$ cat src/rtl/demux_deserializer_8_pkg.sv
// Shared constants for the 8:1 serializer / 1:8 deserializer pair.
// The matching serializer uses the same widths and slot numbering.
package demux_deserializer_8_pkg;
  localparam int DATA_W = 8;
  localparam int SEL_W  = 3;

  localparam logic [SEL_W-1:0] SLOT_FIRST = 3'd0;
  localparam logic [SEL_W-1:0] SLOT_LAST  = 3'd7;
endpackage

$ cat src/rtl/demux_deserializer_8_if.sv
// Serial input, framing and parallel output handshake of the deserializer.
// valid/ready: a word transfers on every rising edge where out_valid and out_ready are both 1.
interface demux_deserializer_8_if;
  import demux_deserializer_8_pkg::*;

  logic              serial_in;
  logic              in_valid;
  logic              frame_sync;
  logic [DATA_W-1:0] out_data;
  logic              out_valid;
  logic              out_ready;
  logic [SEL_W-1:0]  slot;
  logic              overrun;
  logic              overrun_clr;

  modport master (
    output serial_in, in_valid, frame_sync, out_ready, overrun_clr,
    input  out_data, out_valid, slot, overrun
  );

  modport slave (
    input  serial_in, in_valid, frame_sync, out_ready, overrun_clr,
    output out_data, out_valid, slot, overrun
  );
endinterface

$ cat src/rtl/demux_deserializer_8_demux.sv
// Combinational 1-to-8 demultiplexer: d is routed to y[sel] when en is high.
// Each output is one minterm of sel, the same decode as a 3-to-8 decoder.
module demux_1_8
  import demux_deserializer_8_pkg::*;
(
  input  logic [SEL_W-1:0]  sel,
  input  logic              en,
  input  logic              d,
  output logic [DATA_W-1:0] y
);
  always_comb begin
    y = '0;
    for (int i = 0; i < DATA_W; i++) begin
      y[i] = en && d && (sel == SEL_W'(i));
    end
  end
endmodule

$ cat src/rtl/demux_deserializer_8.sv
// Serial-to-parallel receiver: LSB-first bits are steered into a shadow
// register by slot, and completed words move to a valid/ready output register.
module demux_deserializer_8
  import demux_deserializer_8_pkg::*;
(
  input logic                   clk,
  input logic                   reset,
  demux_deserializer_8_if.slave bus
);
  logic [SEL_W-1:0]  slot_q, slot_d, wr_sel;
  logic [DATA_W-1:0] shadow_q, wr_en, word;
  logic [DATA_W-1:0] out_data_q;
  logic              out_valid_q, overrun_q;
  logic              complete, load, drop, consume;

  // frame_sync realigns before the write, so a coincident bit lands in slot 0.
  always_comb begin
    wr_sel   = bus.frame_sync ? SLOT_FIRST : slot_q;
    slot_d   = slot_q;
    if (bus.frame_sync) begin
      slot_d = bus.in_valid ? SEL_W'(SLOT_FIRST + 1) : SLOT_FIRST;
    end else if (bus.in_valid) begin
      slot_d = slot_q + SEL_W'(1);
    end
    complete = bus.in_valid && !bus.frame_sync && (slot_q == SLOT_LAST);
    word     = {bus.serial_in, shadow_q[DATA_W-2:0]};
    consume  = out_valid_q && bus.out_ready;
    load     = complete && (!out_valid_q || bus.out_ready);
    drop     = complete && out_valid_q && !bus.out_ready;
  end

  demux_1_8 u_demux (
    .sel (wr_sel),
    .en  (bus.in_valid),
    .d   (1'b1),
    .y   (wr_en)
  );

  always_ff @(posedge clk or posedge reset) begin
    if (reset) begin
      slot_q   <= SLOT_FIRST;
      shadow_q <= '0;
    end else begin
      slot_q <= slot_d;
      for (int i = 0; i < DATA_W; i++) begin
        if (wr_en[i]) shadow_q[i] <= bus.serial_in;
      end
    end
  end

  // A completion wins over a plain consume; overrun set wins over its clear.
  always_ff @(posedge clk or posedge reset) begin
    if (reset) begin
      out_data_q  <= '0;
      out_valid_q <= 1'b0;
      overrun_q   <= 1'b0;
    end else begin
      if (load) begin
        out_data_q  <= word;
        out_valid_q <= 1'b1;
      end else if (consume) begin
        out_valid_q <= 1'b0;
      end
      if (drop) begin
        overrun_q <= 1'b1;
      end else if (bus.overrun_clr) begin
        overrun_q <= 1'b0;
      end
    end
  end

  assign bus.out_data  = out_data_q;
  assign bus.out_valid = out_valid_q;
  assign bus.slot      = slot_q;
  assign bus.overrun   = overrun_q;
endmodule

$ cat src/flat_wrapper.sv
// flat-port wrapper written by rule: the top's interface ports become plain ports
module demux_deserializer_8_flat import demux_deserializer_8_pkg::*;
  (clk, reset, bus_serial_in, bus_in_valid, bus_frame_sync, bus_out_ready, bus_overrun_clr, bus_out_data, bus_out_valid, bus_slot, bus_overrun);
  demux_deserializer_8_if bus_i ();
  input logic clk;
  input logic reset;
  input wire logic [$bits(bus_i.serial_in)-1:0] bus_serial_in;
  input wire logic [$bits(bus_i.in_valid)-1:0] bus_in_valid;
  input wire logic [$bits(bus_i.frame_sync)-1:0] bus_frame_sync;
  input wire logic [$bits(bus_i.out_ready)-1:0] bus_out_ready;
  input wire logic [$bits(bus_i.overrun_clr)-1:0] bus_overrun_clr;
  output wire logic [$bits(bus_i.out_data)-1:0] bus_out_data;
  output wire logic [$bits(bus_i.out_valid)-1:0] bus_out_valid;
  output wire logic [$bits(bus_i.slot)-1:0] bus_slot;
  output wire logic [$bits(bus_i.overrun)-1:0] bus_overrun;
  assign bus_i.serial_in = bus_serial_in;
  assign bus_i.in_valid = bus_in_valid;
  assign bus_i.frame_sync = bus_frame_sync;
  assign bus_i.out_ready = bus_out_ready;
  assign bus_i.overrun_clr = bus_overrun_clr;
  assign bus_out_data = bus_i.out_data;
  assign bus_out_valid = bus_i.out_valid;
  assign bus_slot = bus_i.slot;
  assign bus_overrun = bus_i.overrun;
  demux_deserializer_8 u_core (.clk(clk), .reset(reset), .bus(bus_i));
endmodule
$ cat config.mk
export PLATFORM = sky130hd
export DESIGN_NAME = demux_deserializer_8_flat
export DESIGN_NICKNAME = d
export VERILOG_FILES = /design/src/rtl/demux_deserializer_8_pkg.sv /design/src/rtl/demux_deserializer_8_if.sv /design/src/rtl/demux_deserializer_8_demux.sv /design/src/rtl/demux_deserializer_8.sv /design/src/flat_wrapper.sv
export SDC_FILE = /design/constraint.sdc
export NUM_CORES = 1
export LEC_CHECK = 0
export ABC_AREA = 1
export CAP_MARGIN = 10
export CORE_AREA = 2 2 50 52
export CTS_CLUSTER_SIZE = 30
export DETAILED_ROUTE_END_ITERATION = 8
export DIE_AREA = 0 0 52 54
export PLACE_DENSITY = 0.77
export SYNTH_ARGS = -nofsm -noshare
export SYNTH_HDL_FRONTEND = slang
export SYNTH_HIERARCHICAL = 1
export SYNTH_SLANG_ARGS = --single-unit
$ cat constraint.sdc
create_clock -name clk -period 1.2 [get_ports clk]
set_input_delay 0.12 -clock clk [delete_from_list [all_inputs] [get_ports clk]]
set_output_delay 0.12 -clock clk [all_outputs]
set_load 0.1 [all_outputs]
# Word-level counts from Yosys, hierarchy flattened
# Index checks and enable logic that the tools add are counted.
dict set report word_totals {
  ff_bits 20
  input_bits 7
  word_cells 48
}
dict set report op_classes {
  n_addsub 1
  eq_ne 7
  mux 8
  n_reduce_logical 21
}
# operator n
set op_table {}
lappend op_table {{$logic_and 1x1->1} 13}
lappend op_table {{$eq 3x3->1 const B} 4}
lappend op_table {{$mux 3} 3}
lappend op_table {{$eq 3x2->1 const B} 2}
lappend op_table {{$reduce_bool 2->1} 3}
lappend op_table {{$mux 1} 5}
lappend op_table {{$add 3x1->3 const B} 1}
lappend op_table {{$eq 3x1->1 const B} 1}
lappend op_table {{$logic_not 1->1} 3}
lappend op_table {{$logic_not 3->1} 1}
lappend op_table {{$logic_or 1x1->1} 1}

# Longest topological paths before layout
# Gate-level depths: netlist of the first run.
dict set report logic_depth {
  depth_word 6
  depth_mapped 6
  mapped_depth_nobuf 6
}

# By module
# The synthesis of the first run kept the hierarchy.
# mod instances cells_per_inst area_per_inst_um2 seq_area_each_um2
set modules_own_cells {}
lappend modules_own_cells {demux_deserializer_8 1 80 850.8 500.5}
lappend modules_own_cells {demux_1_8 1 17 66.3 0.0}

# Worst setup path after synthesis of the first run
# OpenSTA, ideal clock, no wires.
dict set report synth_timing {
  kind {reg2reg}
  startpoint {reg u_core.slot_q[1] (netlist: u_core/bus.slot[1])}
  endpoint {reg u_core.out_data_q[0] (netlist: u_core/bus.out_data[0])}
  setup_ns 0.122
  arrival_time_ns 1.780
  setup_slack_ns -0.702
  stages_incl_launch_ff 7
  synth_period_minus_slack_ns 1.902
  path_cell_list {dfrtp_1 ha_1 ha_1 buf_2 nand3_2 nand2_1 nand2_1}
}
dict set report synth_between {
  elab_chain_cells 3
}
# item line_no
set synth_lines {}
lappend synth_lines {{start, declared} demux_deserializer_8.sv:10} ;# logic [SEL_W-1:0] slot_q, slot_d, wr_sel;
lappend synth_lines {{start signal, assigned} demux_deserializer_8.sv:44} ;# slot_q <= slot_d;
lappend synth_lines {{$eq 3x3->1} demux_deserializer_8.sv:25} ;# complete = bus.in_valid && !bus.frame_sync && (slot_q == SLOT_LAST);
lappend synth_lines {{$logic_and 1x1->1} demux_deserializer_8.sv:25}
lappend synth_lines {{$logic_and 1x1->1} demux_deserializer_8.sv:28} ;# load = complete && (!out_valid_q || bus.out_ready);
lappend synth_lines {{end signal, assigned} demux_deserializer_8.sv:59} ;# out_data_q <= word;
lappend synth_lines {{end, declared} demux_deserializer_8.sv:12} ;# logic [DATA_W-1:0] out_data_q;
# Every way passes these cells.
# A chain may end at the register's enable or synchronous reset.

# Worst setup path in the final report of the first run
dict set report layout_timing {
  startpoint {reg u_core.slot_q[0] (netlist: u_core/bus.slot[0])}
  endpoint {reg u_core.shadow_q[0]}
}
dict set report layout_between {
  elab_chain_cells 3
}
# item line_no
set layout_lines {}
lappend layout_lines {{$mux 3} demux_deserializer_8.sv:18} ;# wr_sel = bus.frame_sync ? SLOT_FIRST : slot_q;
lappend layout_lines {{via u_core.wr_sel[0]} demux_deserializer_8.sv:10}
lappend layout_lines {{$logic_not 3->1} demux_deserializer_8_demux.sv:14} ;# y[i] = en && d && (sel == SEL_W'(i));
lappend layout_lines {{$logic_and 1x1->1} demux_deserializer_8_demux.sv:14}
lappend layout_lines {{via u_core.wr_en[0]} demux_deserializer_8.sv:11} ;# logic [DATA_W-1:0] shadow_q, wr_en, word;
lappend layout_lines {{end signal, assigned by index} demux_deserializer_8.sv:46} ;# if (wr_en[i]) shadow_q[i] <= bus.serial_in;
lappend layout_lines {{end, declared} demux_deserializer_8.sv:11}
# The timed path passes the listed nets, and every way through them passes these cells.

==> impl_results.md, run 1 <==
- Status: finished with violations
- Violated checks: setup timing
- Pwr/cell area: 1110 nW/µm²
- Die outline width: 52 µm
- Post-detailed-route via-to-cell ratio: 4.76
- Final weighted congestion in routability-driven placement: 0.759
- Cell area after placement: 1420 µm²
- First-pass GRT wire length: 3.51 mm
- Min Tclk post-route: 1.35 ns
- Final hold vios: 0
- Required time of the critical path: 1.39 ns
- GRT Util Overall: 17.5%
- Maximum fanout count along the critical path: 4
- # rows: 18
- Final Max Slew Viols: 0
- Unrepaired setup endpoints after global routing: true
- I/O Pins: 20
- Non-filler cells, final: 160
- Initial DRC Count: 20
- Cell count after synthesis: 96
- CTS H-tree lvls: 1
- Maximum Capacitance Violations: 0
- Effective utilization at floorplan: 39.4%
- Via total after detailed routing: 762
- Kind of start point of the critical path: register
- Maximum number of pins on one net before global-route repair: 21
- Antenna violations before repair: 0
- Proportion of layout cells with a drive suffix above 1: 53.1%
- Post-route setup TNS: -1.57 ns
- Number of clock sinks seen by CTS: 20
- Final worst path period share: 112%
- Fillcell total: 163
- Summed instance area of the synthesized netlist: 913 µm²
- Overall power consumption: 0.00174 W
- Deepest clock path buffer count: 2
- Count of nets after finishing: 140
- Type of the most critical hold path: in2async
- Hold buffer count at CTS: 0
- Final non-filler cell area: 1570 µm²
- Root buf cell: sky130_fd_sc_hd__clkbuf_4
- Cell Count Post-Placement: 156
- Avg Synthesized Cell Area: 9.51 µm²
- Total wire length after detailed routing: 2.15 mm
- Leakage power: 0.713 nW
- Achievable Freq: 743 MHz
- Final clock skew: 0.00545 ns
- HPWL after DPL: 1.55 mm
- Number of remaining DRC errors: 0
- Y dimension of the die: 54 µm
- Count of endpoints failing setup in the final report: 21
- PortBufs: 19
- Core Footprint: 2320 µm²
- Syn. warnings: 6
- Final setup margin: -0.146 ns
- Data arrival time at the worst-slack endpoint: 1.54 ns
- CTS tree: done
- Residual overflow from global routing: 0
- Count of TritonRoute iterations in the first routing pass: 4
- Post-Place Worst Slack: -0.401 ns
- Total inserted antenna cells: 0
- Worst R2R Path Depth: 6
- Total clock buffers created by CTS: 3
- Total setup buffers inserted after CTS: 0
- Remaining antenna violation count: 0
- Clock latency on the worst-skew pair: 0.29 ns
- Average wire per cell in the routed design: 13.4 µm
- Clk pin slew, worst setup/hold paths: 0.11 ns
- Capturing element type of the critical path: register
- Startpoint-to-endpoint class of the critical path: reg2reg
- DIE AREA: 2810 µm²
- Worst vdd rail ir drop: 0.000864 V
- Area growth syn-to-layout: 71.5%
- Number of global-route vias before repair: 742
[final cells by class]
class / instances / area [µm²] / area share, %
Sequential cell: 20 / 513 / 32.7
Multi-Input combinational cell: 64 / 507 / 32.3
Timing Repair Buffer: 32 / 433 / 27.6
Inverter: 10 / 40.0 / 2.56
Tap cell: 30 / 37.5 / 2.40
Clock buffer: 4 / 36.3 / 2.32
[metrics by stage]
step | util (%) | hold slack (ns)
after floorplan | - | 0.0838
after global placement | 61.2 | 0.462
after detailed placement | 61.2 | 0.483
after CTS | 67.0 | 0.150
after global routing | 67.5 | 0.173
final | 67.5 | 0.147
[layout by cell type (no fill, tap or decap)]
cell and count:
sky130_fd_sc_hd__buf_12 13, sky130_fd_sc_hd__buf_4 9, sky130_fd_sc_hd__buf_6 4, sky130_fd_sc_hd__clkbuf_4 3, sky130_fd_sc_hd__clkbuf_8 1, sky130_fd_sc_hd__clkdlybuf4s50_1 6, sky130_fd_sc_hd__conb_1 2, sky130_fd_sc_hd__dfrtp_1 16
sky130_fd_sc_hd__dfrtp_2 1, sky130_fd_sc_hd__dfrtp_4 3, sky130_fd_sc_hd__ha_4 2, sky130_fd_sc_hd__inv_1 3, sky130_fd_sc_hd__inv_2 6, sky130_fd_sc_hd__inv_4 1, sky130_fd_sc_hd__mux2_4 7, sky130_fd_sc_hd__nand2_1 21
sky130_fd_sc_hd__nand2_2 3, sky130_fd_sc_hd__nand2_4 2, sky130_fd_sc_hd__nand3_1 1, sky130_fd_sc_hd__nand3_4 2, sky130_fd_sc_hd__nand4_1 8, sky130_fd_sc_hd__nor2_2 4, sky130_fd_sc_hd__nor2_4 7, sky130_fd_sc_hd__o21ai_1 3
sky130_fd_sc_hd__or2_2 1, sky130_fd_sc_hd__xor2_1 1
[critical path, cell delays in order, from the launching register on]
cell and delay (ns):
sky130_fd_sc_hd__dfrtp_4 0.51, sky130_fd_sc_hd__inv_2 0.07, sky130_fd_sc_hd__nor2_4 0.05, sky130_fd_sc_hd__inv_2 0.10, sky130_fd_sc_hd__nand2_2 0.09, sky130_fd_sc_hd__nor2_4 0.12
sky130_fd_sc_hd__mux2_4 0.30
[registers in the layout, indices dropped and copies added, names as in the netlist]
signal                flops
u_core/bus.out_data       8
u_core/bus.out_valid      1
u_core/bus.overrun        1
u_core/bus.slot           3
u_core/shadow_q           7
[metal layers]
layer / track usage, % / routed length [µm] / vias to the layer above
li1: - / - / 373
met5: 0 / 0 / -
met1: 22.5 / 954 / 370
met4: 7.89 / 27 / 0
met2: 29.3 / 1110 / 17
met3: 2.50 / 54 / 2
[power by group]
part | switching, W | internal, W
sequential | 0.0000540 | 0.000749
combinational | 0.000301 | 0.000253
clock | 0.000201 | 0.000185
total | 0.000556 | 0.00119
[worst paths after layout]
check	from	endpoint	slack (ns)
hold / removal	reset	u_core/shadow_q[5]	0.15
min in group clk	bus_overrun_clr	u_core/bus.overrun	0.44
max in group asynchronous	reset	u_core/bus.slot[1]	0.82
setup / recovery	u_core/bus.slot[0]	u_core/shadow_q[0]	-0.15
hold reg to reg	u_core/shadow_q[1]	u_core/shadow_q[1]	0.54
setup reg to reg	u_core/bus.slot[0]	u_core/shadow_q[0]	-0.15
[what timing repair did]
item,in CTS,in global routing
endpoints found under the setup margin,21,21
gates resized for setup,30,3
endpoints found under the hold margin,0,0
pin swaps,11,3
No activity file was read; power rests on OpenSTA's default activity.
==> run 2, diff against run 1 <==
GPL_TIMING_DRIVEN = 0   (was unset)
==> impl_results.md, run 2 (synthesis results as in run 1) <==
- Status: finished with violations
- Violated checks: setup timing
- Number of global-route vias before repair: 706 (-4.9%)
- Slowest cell on the critical path: sky130_fd_sc_hd__dfrtp_4
- Final clock skew: 0.00602 ns (+0.000576 ns)
- Clk pin slew, worst setup/hold paths: 0.12 ns (about the same)
- Unrepaired setup endpoints after global routing: true
- Pwr/cell area: 1230 nW/µm² (+11%)
- CP peak stage delay: 0.53 ns (+0.02 ns)
- WHS: 0.238 ns (+0.0903 ns)
- Final setup margin: -0.169 ns (-0.0224 ns)
- Achievable Freq: 731 MHz (-1.6%)
- Number of clock sinks seen by CTS: 20 (unchanged)
- Worst Tran Pin Value: 0.766 ns
- Count of endpoints failing setup in the final report: 15 (-29%)
- Maximum Capacitance Violations: 0 (unchanged)
- Antenna violations before repair: 0 (unchanged)
- Post-route setup TNS: -1.36 ns (+0.212 ns)
- GRT Util Overall: 16.5% (-1.0 points)
- Residual overflow from global routing: 0 (unchanged)
- Capturing element type of the critical path: register
- HPWL after DPL: 1.31 mm (-15%)
- First-pass GRT wire length: 3.32 mm (-5.5%)
- Final Max Slew Viols: 0 (unchanged)
- Count of TritonRoute iterations in the first routing pass: 4 (unchanged)
- PortBufs: 19 (unchanged)
- Min Tclk post-route: 1.37 ns (+0.0224 ns)
- Via total after detailed routing: 750 (-1.6%)
- Kind of start point of the critical path: register
- Core Footprint: 2320 µm² (unchanged)
- Startpoint-to-endpoint class of the critical path: reg2reg
- Non-filler cells, final: 153 (-4.4%)
- Number of remaining DRC errors: 0 (unchanged)
- Post-Place Worst Slack: -0.488 ns (-0.0869 ns)
- Fillcell total: 191 (+17%)
- I/O Pins: 20 (unchanged)
- Effective utilization at floorplan: 39.4% (unchanged)
- Total inserted antenna cells: 0 (unchanged)
- Worst vdd rail ir drop: 0.000652 V (-24%)
- Total wire length after detailed routing: 2.05 mm (-4.4%)
- Maximum fanout count along the critical path: 4 (unchanged)
- Y dimension of the die: 54 µm (unchanged)
- Cell-by-cell listing of the critical path: inv_4, nor2_4, inv_2, nand2_2, nor2_2, mux2_4
- Die outline width: 52 µm (unchanged)
- Count of nets after finishing: 133 (-5.0%)
- Leading cell type in the layout, fill and taps excluded: sky130_fd_sc_hd__nand2_1
- Largest register FFs: 8 (unchanged)
- CP Launch Point: u_core/bus.slot[0]
- Final weighted congestion in routability-driven placement: 0.659 (-13%)
- Cell Count Post-Placement: 146 (-6.4%)
- Buffers plus inverters on the worst setup path: 2 (unchanged)
- Cell area after placement: 1220 µm² (-14%)
- Deepest clock path buffer count: 2 (unchanged)
- Crit path max-delay family: flip-flops
- Most frequent cells in the layout: sky130_fd_sc_hd__nand2_1, sky130_fd_sc_hd__dfrtp_1, sky130_fd_sc_hd__buf_4, sky130_fd_sc_hd__nand4_1, sky130_fd_sc_hd__nor2_2
- Leakage power: 0.647 nW (-9.2%)
- Total clock buffers created by CTS: 3 (unchanged)
- Post-detailed-route via-to-cell ratio: 4.90 (+2.9%)
- Data arrival time at the worst-slack endpoint: 1.58 ns (+0.04 ns)
- Relative max-transition margin: 48.9%
- Final hold vios: 0 (unchanged)
- CTS H-tree lvls: 1 (unchanged)
- # rows: 18 (unchanged)
- Average wire per cell in the routed design: 13.4 µm (about the same)
- Final worst path period share: 114% (+1.9 points)
- Required time of the critical path: 1.41 ns (+0.02 ns)
- Maximum number of pins on one net before global-route repair: 21 (unchanged)
- Clock latency on the worst-skew pair: 0.31 ns (+0.02 ns)
- Proportion of layout cells with a drive suffix above 1: 52.8% (-0.23 points)
- Type of the most critical hold path: in2async
- Final non-filler cell area: 1340 µm² (-14%)
- Root buf cell: sky130_fd_sc_hd__clkbuf_4
- Initial DRC Count: 7 (-65%)
- RR Startpoint: u_core/bus.slot[0]
- Area growth syn-to-layout: 46.8%
- Remaining antenna violation count: 0 (unchanged)
- DIE AREA: 2810 µm² (unchanged)
- CTS tree: done
-- run 2: what timing repair did --
item	CTS	global route
buffers inserted	2	2
gates cloned	0	0
resized for setup	101	11
hold buffers	0	0
pin swaps	9	14
endpoints found under the setup margin	30	18
-- run 2: worst paths after layout --
kind,endpoint,slack (ns),depth (start not counted)
max,u_core/shadow_q[0],-0.17,6
min,u_core/shadow_q[2],0.24,2
max reg2reg,u_core/shadow_q[0],-0.17,6
min reg2reg,u_core/bus.out_data[5],0.49,2
max in group asynchronous,u_core/bus.slot[1],0.40,2
min in group clk,u_core/bus.overrun,0.38,4
-- run 2: final cells by class --
| class | instances | area, µm² | area share [%] |
|---|---|---|---|
| plain buffers | 2 | 16.3 | 1.21 |
| clock buffers | 4 | 36.3 | 2.71 |
| inverters | 10 | 42.5 | 3.17 |
| multi-input cells | 64 | 493 | 36.8 |
| flip-flops and latches | 20 | 513 | 38.2 |
| well taps | 30 | 37.5 | 2.80 |
| repair buffers | 23 | 203 | 15.1 |
-- run 2: layer usage --
layer | share of wire, % | GRT usage, % | up-vias
li1 | - | - | 363
met1 | 43 | 19.4 | 365
met2 | 51 | 28.7 | 18
met3 | 3.8 | 0.833 | 4
met4 | 2.3 | 11.8 | 0
met5 | 0 | 0 | -
-- run 2: per-stage QoR --
step | utilization (%) | total power (W)
after detailed placement | 52.6 | 0.00118
after floorplan | - | 0.00108
after global routing | 57.8 | 0.00172
after CTS | 55.8 | 0.00163
final | 57.8 | 0.00165
after global placement | 52.6 | 0.00117
-- run 2: where the power goes --
| group | switching [W] | leakage [nW] | internal [W] |
|---|---|---|---|
| Sequential | 0.0000566 | 0.263 | 0.000749 |
| Clock | 0.000226 | 0.0210 | 0.000186 |
| Combinational | 0.000273 | 0.363 | 0.000164 |
| Total | 0.000556 | 0.647 | 0.00110 |
-- run 2: worst register-to-register path: stages (launching register included) --
cell and delay (ns):
sky130_fd_sc_hd__dfrtp_4 0.53, sky130_fd_sc_hd__inv_4 0.07, sky130_fd_sc_hd__nor2_4 0.04, sky130_fd_sc_hd__inv_2 0.09
sky130_fd_sc_hd__nand2_2 0.07, sky130_fd_sc_hd__nor2_2 0.15, sky130_fd_sc_hd__mux2_4 0.31
